===== config.mk =====
export PLATFORM = sky130hd
export DESIGN_NAME = dma_chan_sched
export DESIGN_NICKNAME = d
export VERILOG_FILES = /design/src/rtl/dma_chan_sched.sv
export SDC_FILE = /design/constraint.sdc
export NUM_CORES = 1
export LEC_CHECK = 0
export ABC_AREA = 0
export CORE_UTILIZATION = 55
export CTS_BUF_LIST = sky130_fd_sc_hd__clkbuf_4 sky130_fd_sc_hd__clkbuf_8
export CTS_CLUSTER_SIZE = 14
export DETAILED_ROUTE_END_ITERATION = 10
export PLACE_DENSITY = 0.95
export SKIP_CTS_REPAIR_TIMING = 1
export SYNTH_ARGS = -nofsm -noshare
export SYNTH_HDL_FRONTEND = slang
export SYNTH_SLANG_ARGS = --single-unit

===== constraint.sdc =====
create_clock -name clk -period 4.6 [get_ports clk]
set_clock_uncertainty 0.05 [all_clocks]
set_input_delay 0.92 -clock clk [delete_from_list [all_inputs] [get_ports clk]]
set_output_delay 0.92 -clock clk [all_outputs]
set_load 0.03 [all_outputs]

===== src/rtl/dma_chan_sched.sv =====
// Round-robin scheduler sharing one DMA engine between NUM_CH channels.
// Queues one descriptor per channel, launches it and routes done/error back to the owner.
package dma_pkg;
    typedef struct packed {
        logic [31:0] src;
        logic [31:0] dst;
        logic [15:0] bytes;
    } s_dma_desc_t;

    typedef struct packed {
        logic done;
        logic error;
    } s_dma_status_t;

    typedef enum logic [0:0] {
        ERR_SRC_RD = 1'b0,
        ERR_SRC_WR = 1'b1
    } e_err_src_t;

    typedef struct packed {
        logic       valid;
        logic [31:0] addr;
        e_err_src_t src;
    } s_dma_error_t;
endpackage

module dma_chan_sched
    import dma_pkg::*;
#(
    parameter int NUM_CH      = 4,
    parameter int TIMEOUT_CYC = 65535,
    localparam int CW = $clog2(NUM_CH),
    localparam int TW = (TIMEOUT_CYC < 2) ? 1 : $clog2(TIMEOUT_CYC + 1)
) (
    input  logic                clk,
    input  logic                rst,
    input  logic [NUM_CH-1:0]   ch_go_i,
    input  s_dma_desc_t         ch_desc_i [NUM_CH],
    input  logic [NUM_CH-1:0]   ch_en_i,
    output logic [NUM_CH-1:0]   ch_pend_o,
    output logic [NUM_CH-1:0]   ch_busy_o,
    output logic [NUM_CH-1:0]   ch_done_o,
    output logic [NUM_CH-1:0]   ch_err_o,
    output logic [NUM_CH-1:0]   ch_reject_o,
    output s_dma_error_t        err_info_o,
    output logic [CW-1:0]       err_ch_o,
    output logic                timeout_o,
    output logic                dma_go_o,
    output s_dma_desc_t         dma_desc_o,
    input  s_dma_status_t       dma_stats_i,
    input  s_dma_error_t        dma_error_i
);

    typedef enum logic [1:0] {
        S_IDLE   = 2'd0,
        S_LAUNCH = 2'd1,
        S_WAIT   = 2'd2,
        S_FINISH = 2'd3
    } state_t;

    localparam logic [TW-1:0] T_LIM  = TW'(TIMEOUT_CYC);
    localparam logic [CW-1:0] CH_MAX = CW'(NUM_CH - 1);

    state_t             state_q, state_d;
    s_dma_desc_t        desc_q [NUM_CH];
    s_dma_desc_t        desc_d [NUM_CH];
    logic [NUM_CH-1:0]  pend_q, pend_d;
    logic [NUM_CH-1:0]  busy_q, busy_d;
    logic [NUM_CH-1:0]  done_q, done_d;
    logic [NUM_CH-1:0]  err_q, err_d;
    logic [NUM_CH-1:0]  reject_q, reject_d;
    s_dma_error_t       err_info_q, err_info_d;
    logic [CW-1:0]      err_ch_q, err_ch_d;
    logic               timeout_q, timeout_d;
    logic               dma_go_q, dma_go_d;
    s_dma_desc_t        dma_desc_q, dma_desc_d;
    logic [CW-1:0]      last_q, last_d;
    logic [CW-1:0]      cur_q, cur_d;
    logic [TW-1:0]      cnt_q, cnt_d;
    logic [NUM_CH-1:0]  req_s;
    logic [CW-1:0]      pick_s;

    // First requesting channel after 'last', wrapping around.
    function automatic logic [CW-1:0] rr_pick(input logic [NUM_CH-1:0] req,
                                              input logic [CW-1:0]     last);
        logic          found;
        logic [CW-1:0] sel;
        logic [CW-1:0] idx_c;
        int            idx;
        found = 1'b0;
        sel   = last;
        for (int k = 1; k <= NUM_CH; k++) begin
            idx   = (int'(last) + k) % NUM_CH;
            idx_c = CW'(idx);
            if (!found && req[idx_c]) begin
                found = 1'b1;
                sel   = idx_c;
            end else begin
                found = found;
            end
        end
        return sel;
    endfunction

    // Next-state logic: descriptor capture, arbitration and transfer sequencing.
    always_comb begin
        state_d    = state_q;
        desc_d     = desc_q;
        pend_d     = pend_q;
        busy_d     = busy_q;
        done_d     = '0;
        err_d      = '0;
        reject_d   = '0;
        err_info_d = err_info_q;
        err_ch_d   = err_ch_q;
        timeout_d  = timeout_q;
        dma_go_d   = 1'b0;
        dma_desc_d = dma_desc_q;
        last_d     = last_q;
        cur_d      = cur_q;
        cnt_d      = cnt_q;
        req_s      = pend_q & ch_en_i;
        pick_s     = rr_pick(req_s, last_q);

        // Busy stays high through the done/err pulse, so a go in that cycle is rejected.
        for (int i = 0; i < NUM_CH; i++) begin
            if (ch_go_i[i] && !pend_q[i] && !busy_q[i]) begin
                pend_d[i] = 1'b1;
                desc_d[i] = ch_desc_i[i];
            end else begin
                reject_d[i] = ch_go_i[i];
            end
        end

        case (state_q)
            S_IDLE: begin
                if (|req_s) begin
                    cur_d          = pick_s;
                    dma_desc_d     = desc_q[pick_s];
                    pend_d[pick_s] = 1'b0;
                    busy_d[pick_s] = 1'b1;
                    timeout_d      = 1'b0;
                    state_d        = S_LAUNCH;
                end else begin
                    state_d = S_IDLE;
                end
            end
            S_LAUNCH: begin
                dma_go_d = 1'b1;
                cnt_d    = '0;
                state_d  = S_WAIT;
            end
            S_WAIT: begin
                if ((TIMEOUT_CYC != 0) && (cnt_q < T_LIM)) begin
                    cnt_d = cnt_q + TW'(1);
                end else begin
                    cnt_d = cnt_q;
                end
                if ((TIMEOUT_CYC != 0) && (cnt_d == T_LIM)) begin
                    timeout_d = 1'b1;
                end else begin
                    timeout_d = timeout_q;
                end
                if (dma_stats_i.error || dma_error_i.valid) begin
                    err_info_d   = dma_error_i;
                    err_ch_d     = cur_q;
                    err_d[cur_q] = 1'b1;
                    state_d      = S_FINISH;
                end else if (dma_stats_i.done) begin
                    done_d[cur_q] = 1'b1;
                    state_d       = S_FINISH;
                end else begin
                    state_d = S_WAIT;
                end
            end
            S_FINISH: begin
                busy_d[cur_q] = 1'b0;
                last_d        = cur_q;
                state_d       = S_IDLE;
            end
            default: begin
                state_d = S_IDLE;
            end
        endcase
    end

    // State and output registers.
    always_ff @(posedge clk or negedge rst) begin
        if (!rst) begin
            state_q    <= S_IDLE;
            for (int i = 0; i < NUM_CH; i++) begin
                desc_q[i] <= '0;
            end
            pend_q     <= '0;
            busy_q     <= '0;
            done_q     <= '0;
            err_q      <= '0;
            reject_q   <= '0;
            err_info_q <= '0;
            err_ch_q   <= '0;
            timeout_q  <= 1'b0;
            dma_go_q   <= 1'b0;
            dma_desc_q <= '0;
            last_q     <= CH_MAX;
            cur_q      <= '0;
            cnt_q      <= '0;
        end else begin
            state_q    <= state_d;
            desc_q     <= desc_d;
            pend_q     <= pend_d;
            busy_q     <= busy_d;
            done_q     <= done_d;
            err_q      <= err_d;
            reject_q   <= reject_d;
            err_info_q <= err_info_d;
            err_ch_q   <= err_ch_d;
            timeout_q  <= timeout_d;
            dma_go_q   <= dma_go_d;
            dma_desc_q <= dma_desc_d;
            last_q     <= last_d;
            cur_q      <= cur_d;
            cnt_q      <= cnt_d;
        end
    end

    assign ch_pend_o   = pend_q;
    assign ch_busy_o   = busy_q;
    assign ch_done_o   = done_q;
    assign ch_err_o    = err_q;
    assign ch_reject_o = reject_q;
    assign err_info_o  = err_info_q;
    assign err_ch_o    = err_ch_q;
    assign timeout_o   = timeout_q;
    assign dma_go_o    = dma_go_q;
    assign dma_desc_o  = dma_desc_q;

endmodule

[Word-level counts from Yosys, hierarchy flattened]
Cells that the tools add are included.
Storage, ports and cells
  flip-flop bits (word level): 480
  latch bits: 0
  memory bits (writable): 0
  bits in read-only memories: 0
  input port bits: 366
  output and inout bits: 138
  word-level logic and storage cells: 142
  memories kept: 0
Cells by class
  add/sub/neg operators: 5
  multiply operators: 0
  div/mod/pow operators: 0
  $lt $le $gt $ge: 10
  equal/unequal tests: 6
  shifts and indexed selects: 0
  mux-type cells: 50
  bitwise operators: 7
  reduce and logical (&&, ||, !) cells: 34
Operator list (number)
  $bmux 80 s2: 1
  $mux 80: 2
  $mux 16: 2
  $mux 4: 8
  $pmux 16 s2: 1
  $mux 1: 23
  $lt 2x3->1 const B: 6
  $add 16x1->16 const B: 1
  $eq 16x16->1 const B: 1
  $lt 16x16->1 const B: 1
  $logic_and 1x1->1: 13
  $and 4x4->4: 3
  $logic_not 1->1: 11
  $bmux 1 s2: 4
  $mux 2: 4
  $not 4->4: 2
  $pmux 2 s4: 1
  $pmux 4 s2: 1
  $reduce_and 2->1: 3
  $reduce_bool 2->1: 3
  $add 2x1->2 const B: 2
  $add 2x2->2 const B: 2
  $demux 1 s2: 2
  $eq 2x2->1 const B: 2
  other kinds (11): 13

[Logic depth before layout (Yosys ltp)]
Gate-level depths: netlist of the first run.
  word-level depth: 21
  mapped depth: 8
  depth with buffers taken out: 7

[Least setup slack after synthesis of the first run]
No wires, ideal clock.
  path kind: input to register
  from: in ch_en_i[1]
  to: reg dma_desc_q, in the netlist dma_desc_o[29]
  library setup time: 0.148 ns
  arrival time: 2.258 ns
  data required time: 4.402 ns
  path slack: 2.144 ns
  stages on the path: 7
  buffers on the path: 2
  cell sequence: a22o_1 > a32o_1 > a21oi_4 > buf_12 > buf_12 > mux2i_1 > o221ai_2
On the way
  longest elaborated chain between the ends: 17
  elaborated cells on any way between the ends: 28
  those cells by class: mux (18); bitwise (2); reduce/logical (8)
RTL lines
  start, declared: line 39  | input logic [NUM_CH-1:0] ch_en_i,
  $and 4x4->4 *: line 122  | req_s = pend_q & ch_en_i;
  $bmux 1 s2: line 95  | if (!found && req[idx_c]) begin
  $mux 1 (not written as such): line 95
  $mux 1: line 95
  $logic_not 1->1: line 95
  $logic_and 1x1->1: line 95
  $mux 1: line 95
  $logic_not 1->1: line 95
  $logic_and 1x1->1: line 95
  $mux 1: line 95
  $logic_not 1->1: line 95
  $logic_and 1x1->1: line 95
  $mux 2: line 95
  $not 2->3 (not written as such): line 139  | dma_desc_d = desc_q[pick_s];
  $bmux 80 s2: line 139
  $mux 80 (not written as such) (2 in series): line 139
  end signal, assigned: line 219  | dma_desc_q <= dma_desc_d;
  end, declared: line 76  | s_dma_desc_t dma_desc_q, dma_desc_d;
Every way passes the cells marked *; elsewhere a longest branch is shown, timed or not. The select of a mux whose other input is x is not followed.
A chain may end at the register's enable or synchronous reset.

[Worst setup path after layout of the first run]
  from: in ch_en_i[1]
  to: reg dma_desc_q, in the netlist dma_desc_o[0]
Same word-level chain as after synthesis.

==> results of run 1 <==
-- sequential cells by signal, summed over array words and instances (netlist names) --
register,count
desc_q,320
dma_desc_o,80
err_info_o,34
cnt_q,16
ch_busy_o,4
ch_done_o,4
ch_err_o,4
ch_pend_o,4
ch_reject_o,4
cur_q,2
err_ch_o,2
last_q,2
state_q,2
dma_go_o,1
timeout_o,1
-- Yosys cell counts (11+ instances only) --
master	count	area, um2
buf_12	11	220
nand2_1	105	394
a21oi_1	16	80.1
nor2_1	24	90.1
mux2_2	357	4020
o221ai_2	21	315
inv_1	12	45.0
buf_2	12	60.1
o21ai_0	11	55.1
mux2i_1	165	1650
o221ai_1	59	517
dfrtp_1	478	12000
clkbuf_1	67	251
-- worst paths after layout --
kind | slack, ns | startpoint | to
min reg2reg | 0.44 | dma_desc_o[47] | dma_desc_o[47]
min | 0.31 | rst | err_info_o[24]
max reg2reg | 1.83 | ch_pend_o[1] | dma_desc_o[0]
max | 1.54 | ch_en_i[1] | dma_desc_o[0]
max in group asynchronous | 3.05 | rst | desc_q[110]
min in group clk | 0.44 | dma_desc_o[47] | dma_desc_o[47]
-- where the power goes --
part / switching [mW] / internal [mW] / leakage (nW)
Combinational: 4.26 / 3.87 / 5.13
Sequential: 1.28 / 6.21 / 5.87
Clock: 1.66 / 2.18 / 0.859
Total: 7.20 / 12.3 / 11.9
-- routing by layer --
layer | vias to the layer above | global-route usage | share of wire
met4 | 8 | 0.182 | 0.054
met5 | - | 0 | 0.00086
met1 | 7555 | 0.380 | 0.36
li1 | 6367 | - | -
met3 | 199 | 0.0889 | 0.091
met2 | 820 | 0.534 | 0.50
-- per-stage QoR --
stage,area (um2),util,std cells
final,27600,0.750,2488
after global routing,27600,0.750,2488
after CTS,27600,0.750,2480
after detailed placement,26000,0.706,2348
after global placement,26000,0.706,2348
after floorplan,20600,-,1458
-- final cells by class --
type | count | share of cell area
Sequential cell | 480 | 0.435
Multi-Input combinational cell | 868 | 0.290
Timing Repair Buffer | 520 | 0.192
Clock buffer | 121 | 0.0545
Tap cell | 468 | 0.0212
Clock inverter | 11 | 0.00399
Inverter | 12 | 0.00163
Antenna cell | 8 | 0.000725
-- worst reg2reg max path, cell delays in order (launching register included) --
cell and delay [ns]:
dfrtp_1 0.46, a22o_1 0.35, a32o_1 0.29, a21oi_4 0.23, buf_12 0.48, mux2i_1 0.56
o221ai_1 0.19
-- logic make-up (layout without fill, tap and decap cells) --
kind of cell | Yosys count | in the layout | share of synthesized area
other | 0 | 8 | 0
muxes | 522 | 522 | 0.275
xor gates and xnor gates | 1 | 1 | 0.000425
adders and majority gates | 6 | 6 | 0.00364
DFF | 480 | 480 | 0.582
and+or+nand+nor | 184 | 184 | 0.0417
buffers and inverters | 110 | 664 | 0.0320
AOI/OAI and AO/OA | 155 | 155 | 0.0651
==> metrics, run 1 <==
vias in the first global route=16200; Syn-to-layout area delta=33.8%; final period utilization=0.665; fmax=0.327 GHz; Final Setup Violations=0; die height=just under 200 um; gpl congestion=0.883; Slew Limit Fails=0; Tot Pwr=just under 20 mW; Die W=between 150 and 200 um; remaining global-route overflow=0; overall global routing resource usage=0.322; final number of hold-violating endpoints=0; via/cell ratio=between 6 and 7; Buf+Inv Stages, Crit Path=2; core area=36800 um2; Critical Path Max Stage Delay=0.48 ns; slew margin rel.=0.156; Crit Path Max Fanout=85; worst skew pair latency=roughly 0.62 ns; crit start category=input port; root buf cell=clkbuf_8; Synth Flop Type=dfrtp_1; Crit path arrival time=between 3 and 4 ns; critical path class=in2reg; Synth warnings=0; largest net degree at the start of global routing=about 120; remaining antenna violation count=0; num ports=just over 500; Synth Area per Inst=14.2 um2; DR vias=about 15000; Cells after Synth=roughly 1500; syn_nets=approximately 1800; setup_tns=0 ns; Multi-input gate area=around 8000 um2; first-pass GRT wire length=about 94000 um; Starting DRT DRC Count=slightly above 1000; CTS clock-pin slew for the worst setup and hold paths=approximately 0.06 ns; Worst setup EP type=register; initial core utilization=0.561; commonest non-fill, non-tap cell in the layout=clkdlybuf4s50_1; minimum clock period after layout=slightly above 3 ns; CTS tree=yes; Seq. cell area=12000 um2; Distinct cells, synth=just under 60; final net count=~2300; number of port buffers=between 500 and 600; drt drc=0; hold slack=~0.31 ns; DR WL/cell=approximately 25 um; fillers=a little over 2000; Worst path depth=7; Num CTS Buffers=a little under 80; Power Density=705 nW/um2; Hold Crit Class=in2async; post-synthesis register bit count=480; delay-heaviest family, CP=compound AO/OA/AOI/OAI gates; Post-synth ARST share=1.00; worst path cell trace=clkdlybuf4s50_1, a22o_1, a32o_1, a21oi_4, buf_12, mux2i_1, o221ai_1; final setup margin=roughly 1.5 ns; Clock Tree Buf Depth=3; P_leak=around 12 nW; dpl ws=0.937 ns; Max VDD drop=~0.55 mV; first drt pass iteration count=6; outcome=completed; RSZ-0062 raised after global routing=no; mapped cell area=approximately 21000 um2; slowest library cell on the worst path=buf_12; Rows=70; clock sink total=480; Seq/Total Area, Yosys=0.582; required time of the critical path=between 4 and 5 ns; H-tree depth=3; share of layout cells above drive strength 1=0.271; antenna violations before repair=12; number of synthesized flops with an enable pin=0; most frequent cells in the layout=clkdlybuf4s50_1 (502), dfrtp_1 (478), mux2_2 (357), mux2i_1 (165), nand2_1 (103); max-cap violation count=0; dpl hpwl=~39000 um; total wire length=61500 um; Worst-Margin Slew=1.26 ns; die area=around 38000 um2; reg2reg path depth=6
(Power assumes the default switching activity.)
==> run 2, diff against run 1 <==
CORE_UTILIZATION = 46   (was 55)
PLACE_DENSITY = 0.88   (was 0.95)
clock period = 2.7 ns   (was 4.6 ns; I/O delays follow)
==> run 2 against run 1 <==
Clock power is 89% higher. Register-to-register slack worse by 1.5 ns. Combinational power up 79%. Highest routed layer unchanged. Core utilization shrank 10 points. First-iteration DRC count up 0.89%. Die area up 19%. Non-clock buffer count increased by 58.
==> metrics, run 2 (synthesized netlist as in run 1, its figures left out) <==
H-tree depth=3 (unchanged); sequential power share=0.365 (-0.020); Worst setup EP type=primary output; slowest library cell on the worst path=clkdlybuf4s50_1; outcome=completed; Comb pwr share=0.424 (+0.006); drt drc=0 (unchanged); RSZ-0062 raised after global routing=no; max reg flops=320 (unchanged); slew margin rel.=0.590 (+0.434); Syn-to-layout area delta=38.9%; share of layout cells above drive strength 1=0.297 (+0.0257); max-cap violation count=0 (unchanged); fin area=28700 um2 (+3.9%); worst path cell trace=buf_4, clkdlybuf4s50_1; Biggest register=desc_q; largest net degree at the start of global routing=65 (-44%); Worst-Margin Slew=0.610 ns (-0.652 ns); first drt pass iteration count=6 (unchanged); final net count=2395 (+2.7%); Die W=214 um (+9.2%); number of port buffers=503 (unchanged); num ports=504 (unchanged); Hold Crit Class=in2async; Rows=77 (+10%); Starting DRT DRC Count=1022 (+0.89%); Critical Path Max Stage Delay=0.68 ns (+0.20 ns); die height=214 um (+9.2%); critical path class=reg2out; die area=45700 um2 (+19%); most frequent cells in the layout=clkdlybuf4s50_1 (502), dfrtp_1 (478), mux2_2 (357), mux2i_1 (165), clkbuf_8 (108); fmax=a little over 0.4 GHz; Crit Path Max Fanout=6 (-93%); Non-Filler Instances=2683 (+7.8%); core area=44200 um2 (+20%); root buf cell=clkbuf_8; required time of the critical path=2.11 ns (-2.88 ns); via/cell ratio=5.56 (-7.4%); clock share of power=0.211 (+0.014); fillers=3033 (+47%); worst skew pair latency=0.67 ns (+0.05 ns); delay-heaviest family, CP=buffers and inverters; placed instance count=2529 (+7.7%); Buf+Inv Stages, Crit Path=2 (unchanged); final period utilization=0.908; first-pass GRT wire length=92300 um (-1.3%); commonest non-fill, non-tap cell in the layout=clkdlybuf4s50_1; r2r endpoint=dma_desc_o[57]; Crit path arrival time=1.86 ns (-1.59 ns); final number of hold-violating endpoints=0 (unchanged); Tot Pwr=34.4 mW (+77%); Seq. cell area=12000 um2 (unchanged); minimum clock period after layout=between 2 and 2.5 ns; DR vias=14900 (-0.15%); Num CTS Buffers=83 (+7.8%); DR WL/cell=22.7 um (-8.1%); Pint=22.1 mW (+80%); P_leak=12.3 nW (+4.2%); clock sink total=480 (unchanged); remaining global-route overflow=0 (unchanged); Net Sw Power=12.3 mW (+71%); reg2reg path depth=7 (+1); remaining antenna violation count=0 (unchanged); Slew Limit Fails=0 (unchanged); Clock Tree Buf Depth=3 (unchanged); FF-to-FF setup slack=0.38 ns (-1.45 ns); Power Density=1200 nW/um2 (+70%); CTS clock-pin slew for the worst setup and hold paths=0.06 ns (about the same); dpl hpwl=41800 um (+7.7%); Switching Share=0.358 (-0.0123); CTS tree=yes; antenna violations before repair=6 (-6); initial core utilization=0.467 (-0.0943); Worst path depth=2 (-5); gpl congestion=0.878 (-0.53%); setup_tns=0 ns (unchanged); overall global routing resource usage=0.266 (-0.0562); Multi-input gate area=8010 um2 (unchanged); Max VDD drop=0.886 mV (+61%); RR Startpoint=last_q[1]; total wire length=61000 um (-0.85%); crit start category=register; DP Area=26800 um2 (+3.2%); Final Setup Violations=0 (unchanged); vias in the first global route=16600 (+2.5%)
==> run 2: stage by stage <==
step	worst slack [ns]	util	hold WS [ns]
after CTS	0.185	0.648	-0.270
final	0.247	0.648	0.376
after detailed placement	-0.137	0.606	0.424
after global placement	-0.129	0.606	0.417
after floorplan	0.565	-	0.194
after global routing	0.177	0.648	0.370
==> run 2: how the worst max path moves through the flow <==
stage	startpoint	to
2_1_floorplan	ch_pend_o[1]	dma_desc_o[29]
3_3_place_gp	ch_en_i[1]	dma_desc_o[57]
3_5_place_dp	ch_en_i[1]	dma_desc_o[57]
4_1_cts	ch_pend_o[1]	ch_pend_o[1]
5_1_grt	dma_desc_o[56]	dma_desc_o[56]
6_report	ch_pend_o[1]	ch_pend_o[1]
==> run 2: worst register-to-register path: cells and delay by family, from the launching register on <==
family / cells / cell delay (ns)
flip-flops: 1 / 0.63
AO/OA/AOI/OAI: 3 / 0.58
buffers and inverters: 2 / 0.45
multiplexers: 1 / 0.34
AND/OR/NAND/NOR: 1 / 0.13
==> run 2: cell type report <==
type	instances	share of cell area
flip-flops and latches	480	0.419
multi-input cells	868	0.280
repair buffers	578	0.209
clock buffers	135	0.0589
well taps	592	0.0258
clock inverters	14	0.00563
inverters	12	0.00157
diodes	4	0.000349
==> run 2: power groups by stage <==
stage / Sequential [mW] / Clock [mW] / Combinational, mW
floorplan: 13.7 / 0 / 8.18
global placement: 12.4 / 0 / 14.0
detailed placement: 12.6 / 0 / 14.5
CTS: 12.6 / 7.39 / 14.7
global route: 13.0 / 7.70 / 15.5
finish: 12.6 / 7.25 / 14.6
==> run 2: layer usage <==
layer,GRT usage,part of all wire,wire length (um),up-vias
met5,0,0.00093,57,-
met4,0.145,0.047,2860,8
met3,0.0877,0.086,5240,179
met2,0.442,0.49,29800,668
met1,0.303,0.38,23000,7569
li1,-,-,-,6502
